<file path="src/rtl/data_arb_pkg.sv">
// Shared types for the data-port arbiter slice.
// - mst_id_t     : requester identifier (one bit, two requesters)
// - MST_CORE     : core LSU requester
// - MST_TEST     : self-test pattern engine requester
// - arb_state_e  : arbiter FSM states
package data_arb_pkg;

    typedef logic [0:0] mst_id_t;

    localparam mst_id_t MST_CORE = 1'b0;
    localparam mst_id_t MST_TEST = 1'b1;

    typedef enum logic [0:0] {
        ARB_IDLE = 1'b0,
        ARB_HOLD = 1'b1
    } arb_state_e;

endpackage

</file>
<file path="src/rtl/arb_id_fifo.sv">
// Outstanding-ID FIFO: records which requester owns each granted but not yet
// answered transaction, so responses can be routed in issue order.
// Ports:
//   clk_i, rst_i      clock, synchronous active-high reset
//   push_i, data_i    write an ID (ignored when full)
//   pop_i             drop the head entry (ignored when empty)
//   data_o            head entry
//   full_o, empty_o   occupancy flags
module arb_id_fifo
    import data_arb_pkg::*;
#(
    parameter int unsigned DEPTH = 2,
    parameter type         T     = mst_id_t
) (
    input  logic clk_i,
    input  logic rst_i,
    input  logic push_i,
    input  T     data_i,
    input  logic pop_i,
    output T     data_o,
    output logic full_o,
    output logic empty_o
);

    localparam int unsigned CNT_W = $clog2(DEPTH + 1);
    localparam int unsigned PTR_W = (DEPTH > 1) ? $clog2(DEPTH) : 1;

    T                 mem_q [DEPTH];
    logic [PTR_W-1:0] wr_ptr_q, wr_ptr_d;
    logic [PTR_W-1:0] rd_ptr_q, rd_ptr_d;
    logic [CNT_W-1:0] cnt_q, cnt_d;
    logic             do_push, do_pop;

    // Explicit wrap so non-power-of-two depths also work.
    function automatic logic [PTR_W-1:0] ptr_inc(input logic [PTR_W-1:0] p);
        if (p == PTR_W'(DEPTH - 1)) begin
            return '0;
        end
        return p + 1'b1;
    endfunction

    assign full_o  = (cnt_q == CNT_W'(DEPTH));
    assign empty_o = (cnt_q == '0);
    assign data_o  = mem_q[rd_ptr_q];

    always_comb begin
        do_push  = push_i & ~full_o;
        do_pop   = pop_i & ~empty_o;
        wr_ptr_d = do_push ? ptr_inc(wr_ptr_q) : wr_ptr_q;
        rd_ptr_d = do_pop ? ptr_inc(rd_ptr_q) : rd_ptr_q;
        cnt_d    = cnt_q;
        if (do_push && !do_pop) begin
            cnt_d = cnt_q + 1'b1;
        end else if (do_pop && !do_push) begin
            cnt_d = cnt_q - 1'b1;
        end
    end

    always_ff @(posedge clk_i) begin
        if (rst_i) begin
            wr_ptr_q <= '0;
            rd_ptr_q <= '0;
            cnt_q    <= '0;
            for (int unsigned i = 0; i < DEPTH; i++) begin
                mem_q[i] <= '0;
            end
        end else begin
            wr_ptr_q <= wr_ptr_d;
            rd_ptr_q <= rd_ptr_d;
            cnt_q    <= cnt_d;
            if (do_push) begin
                mem_q[wr_ptr_q] <= data_i;
            end
        end
    end

endmodule

</file>
<file path="src/rtl/data_port_arbiter.sv">
// Shares one OBI-style mm_ram data port between the core LSU (M0) and the
// self-test pattern engine (M1). Round-robin selection, selection frozen
// while a request waits for grant, in-order response routing via an ID FIFO.
// Ports:
//   clk_i, rst_i                         clock, synchronous active-high reset
//   mX_req_i/addr_i/we_i/be_i/wdata_i    requester X request + payload
//   mX_gnt_o, mX_rvalid_o, mX_rdata_o    requester X grant / response
//   s_req_o/addr_o/we_o/be_o/wdata_o     request to mm_ram
//   s_gnt_i, s_rvalid_i, s_rdata_i       mm_ram grant / response
//   busy_o                               transactions outstanding or issuing
//   err_o                                sticky: response with nothing outstanding
module data_port_arbiter
    import data_arb_pkg::*;
#(
    parameter int unsigned ADDR_WIDTH = 32,
    parameter int unsigned DATA_WIDTH = 32,
    parameter int unsigned MAX_OUTST  = 2
) (
    input  logic                    clk_i,
    input  logic                    rst_i,
    input  logic                    m0_req_i,
    input  logic [ADDR_WIDTH-1:0]   m0_addr_i,
    input  logic                    m0_we_i,
    input  logic [DATA_WIDTH/8-1:0] m0_be_i,
    input  logic [DATA_WIDTH-1:0]   m0_wdata_i,
    output logic                    m0_gnt_o,
    output logic                    m0_rvalid_o,
    output logic [DATA_WIDTH-1:0]   m0_rdata_o,
    input  logic                    m1_req_i,
    input  logic [ADDR_WIDTH-1:0]   m1_addr_i,
    input  logic                    m1_we_i,
    input  logic [DATA_WIDTH/8-1:0] m1_be_i,
    input  logic [DATA_WIDTH-1:0]   m1_wdata_i,
    output logic                    m1_gnt_o,
    output logic                    m1_rvalid_o,
    output logic [DATA_WIDTH-1:0]   m1_rdata_o,
    output logic                    s_req_o,
    output logic [ADDR_WIDTH-1:0]   s_addr_o,
    output logic                    s_we_o,
    output logic [DATA_WIDTH/8-1:0] s_be_o,
    output logic [DATA_WIDTH-1:0]   s_wdata_o,
    input  logic                    s_gnt_i,
    input  logic                    s_rvalid_i,
    input  logic [DATA_WIDTH-1:0]   s_rdata_i,
    output logic                    busy_o,
    output logic                    err_o
);

    arb_state_e state_q, state_d;
    mst_id_t    sel_q, sel_d;
    mst_id_t    rr_q, rr_d;
    mst_id_t    sel;
    mst_id_t    head_id;
    logic       err_q, err_d;
    logic [1:0] req;
    logic       issue, grant, pop;
    logic       fifo_full, fifo_empty;

    assign req = {m1_req_i, m0_req_i};

    arb_id_fifo #(
        .DEPTH (MAX_OUTST),
        .T     (mst_id_t)
    ) u_id_fifo (
        .clk_i   (clk_i),
        .rst_i   (rst_i),
        .push_i  (grant),
        .data_i  (sel),
        .pop_i   (pop),
        .data_o  (head_id),
        .full_o  (fifo_full),
        .empty_o (fifo_empty)
    );

    always_comb begin
        state_d = state_q;
        sel_d   = sel_q;
        sel     = sel_q;
        rr_d    = rr_q;
        err_d   = err_q;

        if (state_q == ARB_IDLE) begin
            sel = req[rr_q] ? rr_q : ~rr_q;
        end

        // Reset gating keeps every output quiet in the reset cycle itself,
        // even though the registers only clear at the edge.
        issue = req[sel] & ~fifo_full & ~rst_i;
        grant = issue & s_gnt_i;
        pop   = s_rvalid_i & ~fifo_empty & ~rst_i;

        case (state_q)
            ARB_IDLE: begin
                if (issue && !s_gnt_i) begin
                    state_d = ARB_HOLD;
                    sel_d   = sel;
                end
            end
            ARB_HOLD: begin
                if (s_gnt_i) begin
                    state_d = ARB_IDLE;
                end
            end
            default: state_d = ARB_IDLE;
        endcase

        if (grant) begin
            rr_d = ~sel;
        end
        if (s_rvalid_i && fifo_empty) begin
            err_d = 1'b1;
        end
    end

    always_ff @(posedge clk_i) begin
        if (rst_i) begin
            state_q <= ARB_IDLE;
            sel_q   <= MST_CORE;
            rr_q    <= MST_CORE;
            err_q   <= 1'b0;
        end else begin
            state_q <= state_d;
            sel_q   <= sel_d;
            rr_q    <= rr_d;
            err_q   <= err_d;
        end
    end

    always_comb begin
        s_req_o   = issue;
        s_addr_o  = '0;
        s_we_o    = 1'b0;
        s_be_o    = '0;
        s_wdata_o = '0;
        if (issue) begin
            if (sel == MST_TEST) begin
                s_addr_o  = m1_addr_i;
                s_we_o    = m1_we_i;
                s_be_o    = m1_be_i;
                s_wdata_o = m1_wdata_i;
            end else begin
                s_addr_o  = m0_addr_i;
                s_we_o    = m0_we_i;
                s_be_o    = m0_be_i;
                s_wdata_o = m0_wdata_i;
            end
        end
    end

    assign m0_gnt_o    = grant & (sel == MST_CORE);
    assign m1_gnt_o    = grant & (sel == MST_TEST);
    assign m0_rvalid_o = pop & (head_id == MST_CORE);
    assign m1_rvalid_o = pop & (head_id == MST_TEST);
    assign m0_rdata_o  = s_rdata_i;
    assign m1_rdata_o  = s_rdata_i;
    assign busy_o      = (~fifo_empty | issue) & ~rst_i;
    assign err_o       = err_q;

endmodule

</file>
<file path="config.mk">
export PLATFORM = sky130hd
export DESIGN_NAME = data_port_arbiter
export DESIGN_NICKNAME = d
export VERILOG_FILES = /design/src/rtl/data_arb_pkg.sv /design/src/rtl/arb_id_fifo.sv /design/src/rtl/data_port_arbiter.sv
export SDC_FILE = /design/constraint.sdc
export NUM_CORES = 1
export LEC_CHECK = 0
export ABC_AREA = 1
export CAP_MARGIN = 10
export CORE_AREA = 5 5 119 121
export CTS_CLUSTER_DIAMETER = 150
export DETAILED_ROUTE_END_ITERATION = 8
export DIE_AREA = 0 0 124 126
export GPL_ROUTABILITY_DRIVEN = 0
export PLACE_DENSITY = 0.73
export RECOVER_POWER = 25
export SYNTH_ARGS = -nofsm -noshare
export SYNTH_HDL_FRONTEND = slang
export SYNTH_HIERARCHICAL = 1
export SYNTH_SLANG_ARGS = --single-unit
</file>
<file path="constraint.sdc">
create_clock -name clk_i -period 4.91 [get_ports clk_i]
set_input_delay 0.982 -clock clk_i [delete_from_list [all_inputs] [get_ports clk_i]]
set_output_delay 0.982 -clock clk_i [all_outputs]
set_load 0.005 [all_outputs]
</file>
# Word level (Yosys, flattened, before mapping)
# Memory sizes are Yosys's and may differ from the RTL's. A register that Yosys moved wholly into a read port is not among the register bits.
# Cells that the tools add are included.
[classes]
magnitude_cmp = 2
n_bitwise = 20
n_eq_ne = 1
addsub = 4
n_reduce_logical = 11
n_mux = 35
[ops]
columns = ["operator", "count"]
rows = [
  ["$mux W32", 4],
  ["$mux W1", 26],
  ["$and A1 B1 Y1", 12],
  ["$mux W4", 2],
  ["$not A1 Y1", 7],
  ["$logic_and A1 B1 Y1", 4],
  ["$lt A1 B2 Y1 const B", 2],
  ["$mux W2", 2],
  ["$logic_not A1 Y1", 3],
  ["$add A1 B1 Y1 const B", 2],
  ["$add A2 B1 Y2 const B", 1],
  ["$eq A2 B2 Y1 const B", 1],
  ["$logic_not A2 Y1", 1],
  ["$pmux W1 S2", 1],
  ["$reduce_and A2 Y1", 1],
  ["$reduce_bool A2 Y1", 1],
  ["$sub A2 B1 Y2 const B", 1],
  ["$or A1 B1 Y1", 1],
  ["$reduce_or A1 Y1", 1],
]
[word_totals]
n_memories = 1
ff_bits = 8
ramBits = 2
output_inout_bits = 140
in_bits = 176
[memory_table]
columns = ["name", "depth", "width", "read_ports", "rd_ports_with_merged_regs", "wr", "line_no", "source"]
rows = [
  ["u_id_fifo.mem_q", 2, 1, 1, 1, 2, "arb_id_fifo.sv:28", "T mem_q [DEPTH];"],
]

# Longest topological paths before layout
# Gate-level depths: netlist of run 1.
[logic_depth]
word_depth = 15
ltp_mapped = 16
depth_no_buf = 16

# Hierarchy
# The synthesis of run 1 kept the hierarchy.
[by_module_without_submodules]
columns = ["mod", "area_per_inst_um2", "cells_each", "n_inst"]
rows = [
  ["data_port_arbiter", 2019.4, 337, 1],
  ["arb_id_fifo", 344.1, 44, 1],
]

# Worst setup path after synthesis of run 1
# Ideal clock, no wire load.
[synth_path]
path_kind = "in2out"
startpoint = "input m0_req_i"
endpoint = "output s_addr_o[0]"
arrival_time_ps = 1762
path_stages = 8
required_time_ps = 3928
slack_ps = 2166
path_cell_list = "inv_2 nand2_1 nand3_2 nand2_2 nand2_2 nand3_4 buf_6 a21oi_2"
[synth_via]
elab_chain_len = 9
elab_cells_between_ends = 10
cone_classes = "8 x mux; 2 x bitwise"
[synth_lines]
columns = ["item", "line_no", "source"]
rows = [
  ["start, declared", "data_port_arbiter.sv:21", "input logic m0_req_i,"],
  ["$mux W1 (not written as such) (2 in series)", "data_port_arbiter.sv:83", "sel = req[rr_q] ? rr_q : ~rr_q;"],
  ["$mux W1", "data_port_arbiter.sv:83", ""],
  ["$mux W1", "data_port_arbiter.sv:82", "if (state_q == ARB_IDLE) begin"],
  ["$mux W1 (not written as such) (2 in series)", "data_port_arbiter.sv:88", "issue = req[sel] & ~fifo_full & ~rst_i;"],
  ["$and A1 B1 Y1 (2 in series)", "data_port_arbiter.sv:88", ""],
  ["$mux W32 (*)", "data_port_arbiter.sv:135", "if (issue) begin"],
  ["end, declared", "data_port_arbiter.sv:38", "output logic [ADDR_WIDTH-1:0] s_addr_o,"],
]
# Mark *: on every way between the ends. The rest lies on a longest branch, timed or not. The select of a mux whose other input is x is not followed.

# Worst setup path after layout of run 1
[layout_path]
startpoint = "input rst_i"
endpoint = "output busy_o"
[layout_via]
elab_chain_len = 4
[layout_lines]
columns = ["item", "line_no", "source"]
rows = [
  ["start, declared", "data_port_arbiter.sv:20", "input logic rst_i,"],
  ["$not A1 Y1 (*)", "data_port_arbiter.sv:88, data_port_arbiter.sv:156", ""],
  ["$and A1 B1 Y1", "data_port_arbiter.sv:88", ""],
  ["$or A1 B1 Y1", "data_port_arbiter.sv:156", "assign busy_o = (~fifo_empty | issue) & ~rst_i;"],
  ["$and A1 B1 Y1 (*)", "data_port_arbiter.sv:156", ""],
  ["end, declared", "data_port_arbiter.sv:45", "output logic busy_o,"],
]
# Mark *: on every way between the ends. The rest lies on a longest branch, timed or not.

==> impl_metrics.csv, run 1 <==
group,metric,value,unit
run_status,status,"complete, no violations",
worst_hold_path,worstHoldStart,"err_o$_SDFFE_PP0P_",
synth,syn_area,2364,um2
grt,grt_pass1_vias,2741,
power,swShare,35.78,%
synth,synth.distinct_cells,25,
timing,hold_violations,0,
die,fp.dieArea,15620,um2
grt,grtUsageMet2,18.26,%
cts,root_buffer,"clkbuf_16",
routing,routedWlPerCell,12.98,um
die,io-pin-count,316,
power,peakVddDrop,240.1,uV
routing,vias,2802,
synth,syn_nets,558,
synth,synth-seq-cells,11,
cts,cts_tree,"yes",
finish,final_util,33.01,%
cts,h-tree-depth,1,
worst_setup_path,crit_type,"input port to output port",
finish,mostFrequentLayoutCells,"219 x clkdlybuf4s50_1, 152 x nand2_1, 68 x a21oi_2, 18 x inv_1, 17 x nor2_1",
power,p_leak,1.593,nW
synth,syn_inst,381,
power,power_density,170.2,nW/um2
worst_hold_path,hp-class,"flop to flop",
worst_setup_path,worstPathRequired,3930,ps
grt,antenna_found_initial,0,
timing,rsz0062_at_grt,"no",
grt,met1_usage,10.87,%
cts,cts.clk_slew.worst_paths,40,ps
power,p_sw,0.2609,mW
routing,wl,9087,um
worst_setup_path,r2r_slack,2910,ps
timing,tightest_slew,562.7,ps
worst_setup_path,startpoint,"rst_i",
worst_setup_path,arrival,3220,ps
finish,final_common_cell,"clkdlybuf4s50_1",
place,dp_cells,696,
worst_setup_path,cpMaxStageDelayCell,"clkdlybuf4s50_1",
worst_setup_path,crit_end,"busy_o",
grt,grt_usage,10.16,%
routing,drtAntennaViolNets,0,
power,p_clk_share,20.2,%
timing,tns,0,ps
routing,initialDrtViolationCount,81,
die,coreArea,12980,um2
finish,antenna_cells,0,
finish,fin_cells,700,
grt,use_met3,4.574,%
cts,ctsHoldBuffers,0,
die,initial_core_util,18.21,%
synth,yosys_warnings,6,
grt,grt_max_degree,73,
grt,globalRouteOverflowTotal,0,
routing,drc,0,
worst_setup_path,crit_path_cell_trace,"clkdlybuf4s50_1 -> clkbuf_1 -> nor2_1 -> nand3_4 -> buf_12 -> o21ai_0 -> clkdlybuf4s50_1",
worst_setup_path,endpoint_kind,"output port",
synth,postSynthAreaPerCell,6.203,um2
worst_setup_path,critPathMaxStageDelay,490,ps
grt,top_usage_layer,"met2",
routing,vias_per_cell,4.003,
grt,grt_pass1_wl,13140,um
timing,min_period,4200,ps
cts,cts_setup_buffers,0,
timing,slew_headroom,62.49,%
finish,syn_to_final_growth,81.26,%
worst_setup_path,rr_startpoint,"u_id_fifo/cnt_q[0]$_SDFFE_PP0P_",
power,seqPwrFrac,14.1,%
run,maxCapViolCount,0,
routing,dr.pass1.iters,4,
place,placement.io_buffers,219,
timing,finalCritPeriodShare,85.53,%
synth,ys_seq_area_share,10.16,%
die,die_h,126,um
power,p_int,0.4683,mW
worst_setup_path,r2r_end,"u_id_fifo/cnt_q[1]$_SDFFE_PP0P_",
timing,skew,0.8687,ps
die,dieWidth,124,um
place,dp_hpwl,7235,um
timing,maxSlewViolCount,0,
worst_setup_path,cp_max_fo,72,
cts,cts.sinks,11,
worst_setup_path,cpMostUsedCell,"clkdlybuf4s50_1",
cts,clock_tree.buffer_depth,2,
power,p_comb_share,65.6,%
die,num_rows,42,
timing,setup_viol,0,
worst_setup_path,rr_worst_depth,12,
worst_setup_path,crit_path_start_kind,"input port",
cts,cts_made_buffers,3,
finish,layout.nets,702,
cts,clock_latency,230,ps
timing,fmax,238.1,MHz
finish,layout-drive-gt1-share,16.79,%
cts,cts_resized,0,
-- critical path: cells and delay by family --
family          cells  cell delay, ps
compound gates      1             180
buf+inv             4            1590
simple gates        2             320
-- metal layers --
metal  part of all wire, %  vias to the layer above  routed length (um)
met4                   1.8                        0                 164
li1                      -                     1418                   -
met1                    38                     1202                3419
met3                    16                       19                1427
met5                     0                        -                   0
met2                    45                      163                4075
-- cell usage after synthesis, drive strengths merged --
master	count	area [um2]
ha	1	12.51
inv	21	78.82
nand4	3	18.77
mux2	1	11.26
o21ai	4	20.02
nor2	19	81.33
and2	1	6.260
a21oi	72	615.6
nand2	156	595.6
or2	1	6.260
buf	85	629.4
edfxtp	2	60.06
nand3	4	37.54
dfxtp	9	180.2
nor3	2	10.01
-- kinds of logic after synthesis --
group	Yosys count	share of synthesized area (%)
AND/OR/NAND/NOR	186	31.98
buffers and inverters	106	29.96
AO/OA/AOI/OAI	76	26.89
flip-flops	11	10.16
multiplexers	1	0.4764
adder cells (fa/ha/maj)	1	0.5293
-- cell type report --
| class | instances | area (um2) |
|---|---|---|
| Clock buffer | 4 | 78.83 |
| Fill cell | 1387 | 8696 |
| Inverter | 21 | 78.83 |
| Multi-Input combinational cell | 264 | 1415 |
| Sequential cell | 11 | 240.2 |
| Tap cell | 176 | 220.2 |
| Timing Repair Buffer | 224 | 2251 |
-- power by group through the flow --
stage          registers [mW]  clock network (mW)  logic [mW]
2_1_floorplan           0.104                   0       0.270
3_3_place_gp            0.105                   0       0.483
3_5_place_dp            0.105                   0       0.486
4_1_cts                 0.103               0.151       0.488
5_1_grt                 0.104               0.156       0.522
6_report                0.103               0.147       0.479
-- registers in the layout, indices dropped and copies added (netlist names), named ones only --
name                cells
u_id_fifo/wr_ptr_q      1
err_o                   1
rr_q                    1
u_id_fifo/rd_ptr_q      1
u_id_fifo/cnt_q         2
sel_q                   1
state_q                 1
u_id_fifo/mem_q         2
-- worst min path at each step --
stage / end / slack, ps / depth (start not counted)
floorplan: err_o$_SDFFE_PP0P_ / 460 / 2
global placement: err_o$_SDFFE_PP0P_ / 460 / 2
detailed placement: err_o$_SDFFE_PP0P_ / 460 / 2
CTS: err_o$_SDFFE_PP0P_ / 480 / 2
global route: err_o$_SDFFE_PP0P_ / 490 / 2
finish: err_o$_SDFFE_PP0P_ / 470 / 2
-- metrics by stage --
step	power, mW	hold slack [ps]	setup slack, ps	instance area, um2
final	0.7292	471.2	710.4	4284
after detailed placement	0.5912	462.9	784.9	4209
after floorplan	0.3737	460.4	2166	2364
after global placement	0.5874	459.4	796.7	4209
after global routing	0.7820	488.9	627.3	4284
after CTS	0.7427	475.4	776.6	4288
(Power assumes the default switching activity.)
==> run 2, diff against run 1 <==
CORE_AREA = 2 2 123 125   (was 5 5 119 121)
DIE_AREA = 0 0 125 127   (was 0 0 124 126)
PLACE_DENSITY = 0.67   (was 0.73)
==> impl_metrics.csv, run 2 (same netlist as run 1, synthesis figures left out) <==
group,metric,value,unit
place,dpl_cell_area,4229,um2
routing,dr.pass1.iters,4,
power,p_clk_share,20.3,%
power,seqPwrFrac,14.1,%
finish,mostFrequentLayoutCells,"219 x clkdlybuf4s50_1, 152 x nand2_1, 68 x a21oi_2, 18 x inv_1, 17 x nor2_1",
run_status,status,"complete, no violations",
cts,cts.clk_slew.worst_paths,40,ps
cts,cts_made_buffers,3,
timing,hold_ws,486.5,ps
grt,grt_pass1_vias,2735,
timing,min_period,4192,ps
finish,syn_to_final_growth,82.11,%
power,p_comb_share,65.6,%
routing,routedWlPerCell,12.36,um
power,p_leak,1.601,nW
grt,grt_pass1_wl,13810,um
grt,antenna_found_initial,0,
routing,vias,2785,
finish,layout-drive-gt1-share,17.27,%
routing,drc,0,
place,placement.io_buffers,219,
cts,ctsHoldBuffers,0,
cts,h-tree-depth,1,
timing,setup_viol,0,
finish,layout.nets,705,
die,die_h,127,um
finish,antenna_cells,0,
cts,cts_tree,"yes",
timing,fmax,238.5,MHz
finish,final_area,4304,um2
finish,fin_cells,711,
finish,top_regs,"u_id_fifo/cnt_q x2, u_id_fifo/mem_q x2",
power,power_density,170.4,nW/um2
grt,grt_usage,10.42,%
power,finalPower,0.7335,mW
timing,skew,2.906,ps
power,p_int,0.4696,mW
cts,cts_setup_buffers,0,
die,dieWidth,125,um
finish,final_common_cell,"clkdlybuf4s50_1",
cts,root_buffer,"clkbuf_16",
cts,clock_tree.buffer_depth,2,
cts,clock_latency,240,ps
worst_setup_path,worstPathRequired,3930,ps
worst_setup_path,crit_path_start_kind,"input port",
power,swShare,35.97,%
timing,maxSlewViolCount,0,
routing,vias_per_cell,3.917,
cts,cts_resized,0,
routing,wl,8787,um
timing,tns,0,ps
worst_setup_path,arrival,3210,ps
worst_setup_path,crit_type,"input port to output port",
grt,globalRouteOverflowTotal,0,
place,dp_cells,707,
grt,grt_max_degree,46,
worst_hold_path,hp-class,"flop to flop",
timing,tightest_slew,746.1,ps
cts,cts.sinks,11,
place,dp_hpwl,7112,um
timing,rsz0062_at_grt,"no",
die,coreArea,14420,um2
place,place_ws,844.1,ps
routing,drtAntennaViolNets,0,
timing,finalCritPeriodShare,85.38,%
run,maxCapViolCount,0,
timing,slew_headroom,50.26,%
worst_setup_path,cp_max_fo,45,
power,peakVddDrop,96.94,uV
routing,initialDrtViolationCount,112,
die,num_rows,44,
finish,final_util,29.84,%
die,io-pin-count,316,
die,fp.dieArea,15880,um2
timing,hold_violations,0,
timing,fin_ws,718.0,ps
power,p_sw,0.2639,mW
die,initial_core_util,16.39,%
worst_setup_path,endpoint_kind,"output port",
## run 2: changes by cell type in the layout (fill, tap and decap cells not counted)
cell / change
buf_4: +4
buf_12: -1
## run 2: power groups by stage
stage / logic [mW] / clock network [mW] / registers (mW)
detailed placement: 0.487 / 0 / 0.105
finish: 0.481 / 0.149 / 0.104
floorplan: 0.270 / 0 / 0.104
CTS: 0.489 / 0.153 / 0.103
global placement: 0.486 / 0 / 0.105
global route: 0.530 / 0.158 / 0.104
## run 2: path summary, 6_finish.rpt
path / start / endpoint / slack, ps / cells past startpoint
hold reg to reg: err_o$_SDFFE_PP0P_ / err_o$_SDFFE_PP0P_ / 490 / 2
setup reg to reg: u_id_fifo/cnt_q[0]$_SDFFE_PP0P_ / u_id_fifo/cnt_q[1]$_SDFFE_PP0P_ / 2920 / 12
setup / recovery: rst_i / s_addr_o[3] / 720 / 7
hold / removal: err_o$_SDFFE_PP0P_ / err_o$_SDFFE_PP0P_ / 490 / 2
## run 2: metal layers
metal | GRT usage [%] | wire length (um) | up-vias
li1 | - | - | 1426
met2 | 16.98 | 3896 | 176
met1 | 13.18 | 3739 | 1155
met5 | 0 | 0 | -
met4 | 3.268 | 209 | 0
met3 | 3.266 | 941 | 28
## run 2: critical path, cell delays in order
cell and delay [ps]:
clkdlybuf4s50_1 450, clkbuf_1 300, nor2_1 180, nand3_4 110, buf_4 570, a21oi_2 40
clkdlybuf4s50_1 510
## run 2: layout make-up
| class | count | area [um2] |
|---|---|---|
| inverters | 21 | 78.83 |
| fillers | 1577 | 10120 |
| clock buffers | 4 | 78.83 |
| multi-input cells | 264 | 1415 |
| flip-flops and latches | 11 | 240.2 |
| repair buffers | 227 | 2261 |
| well taps | 184 | 230.2 |
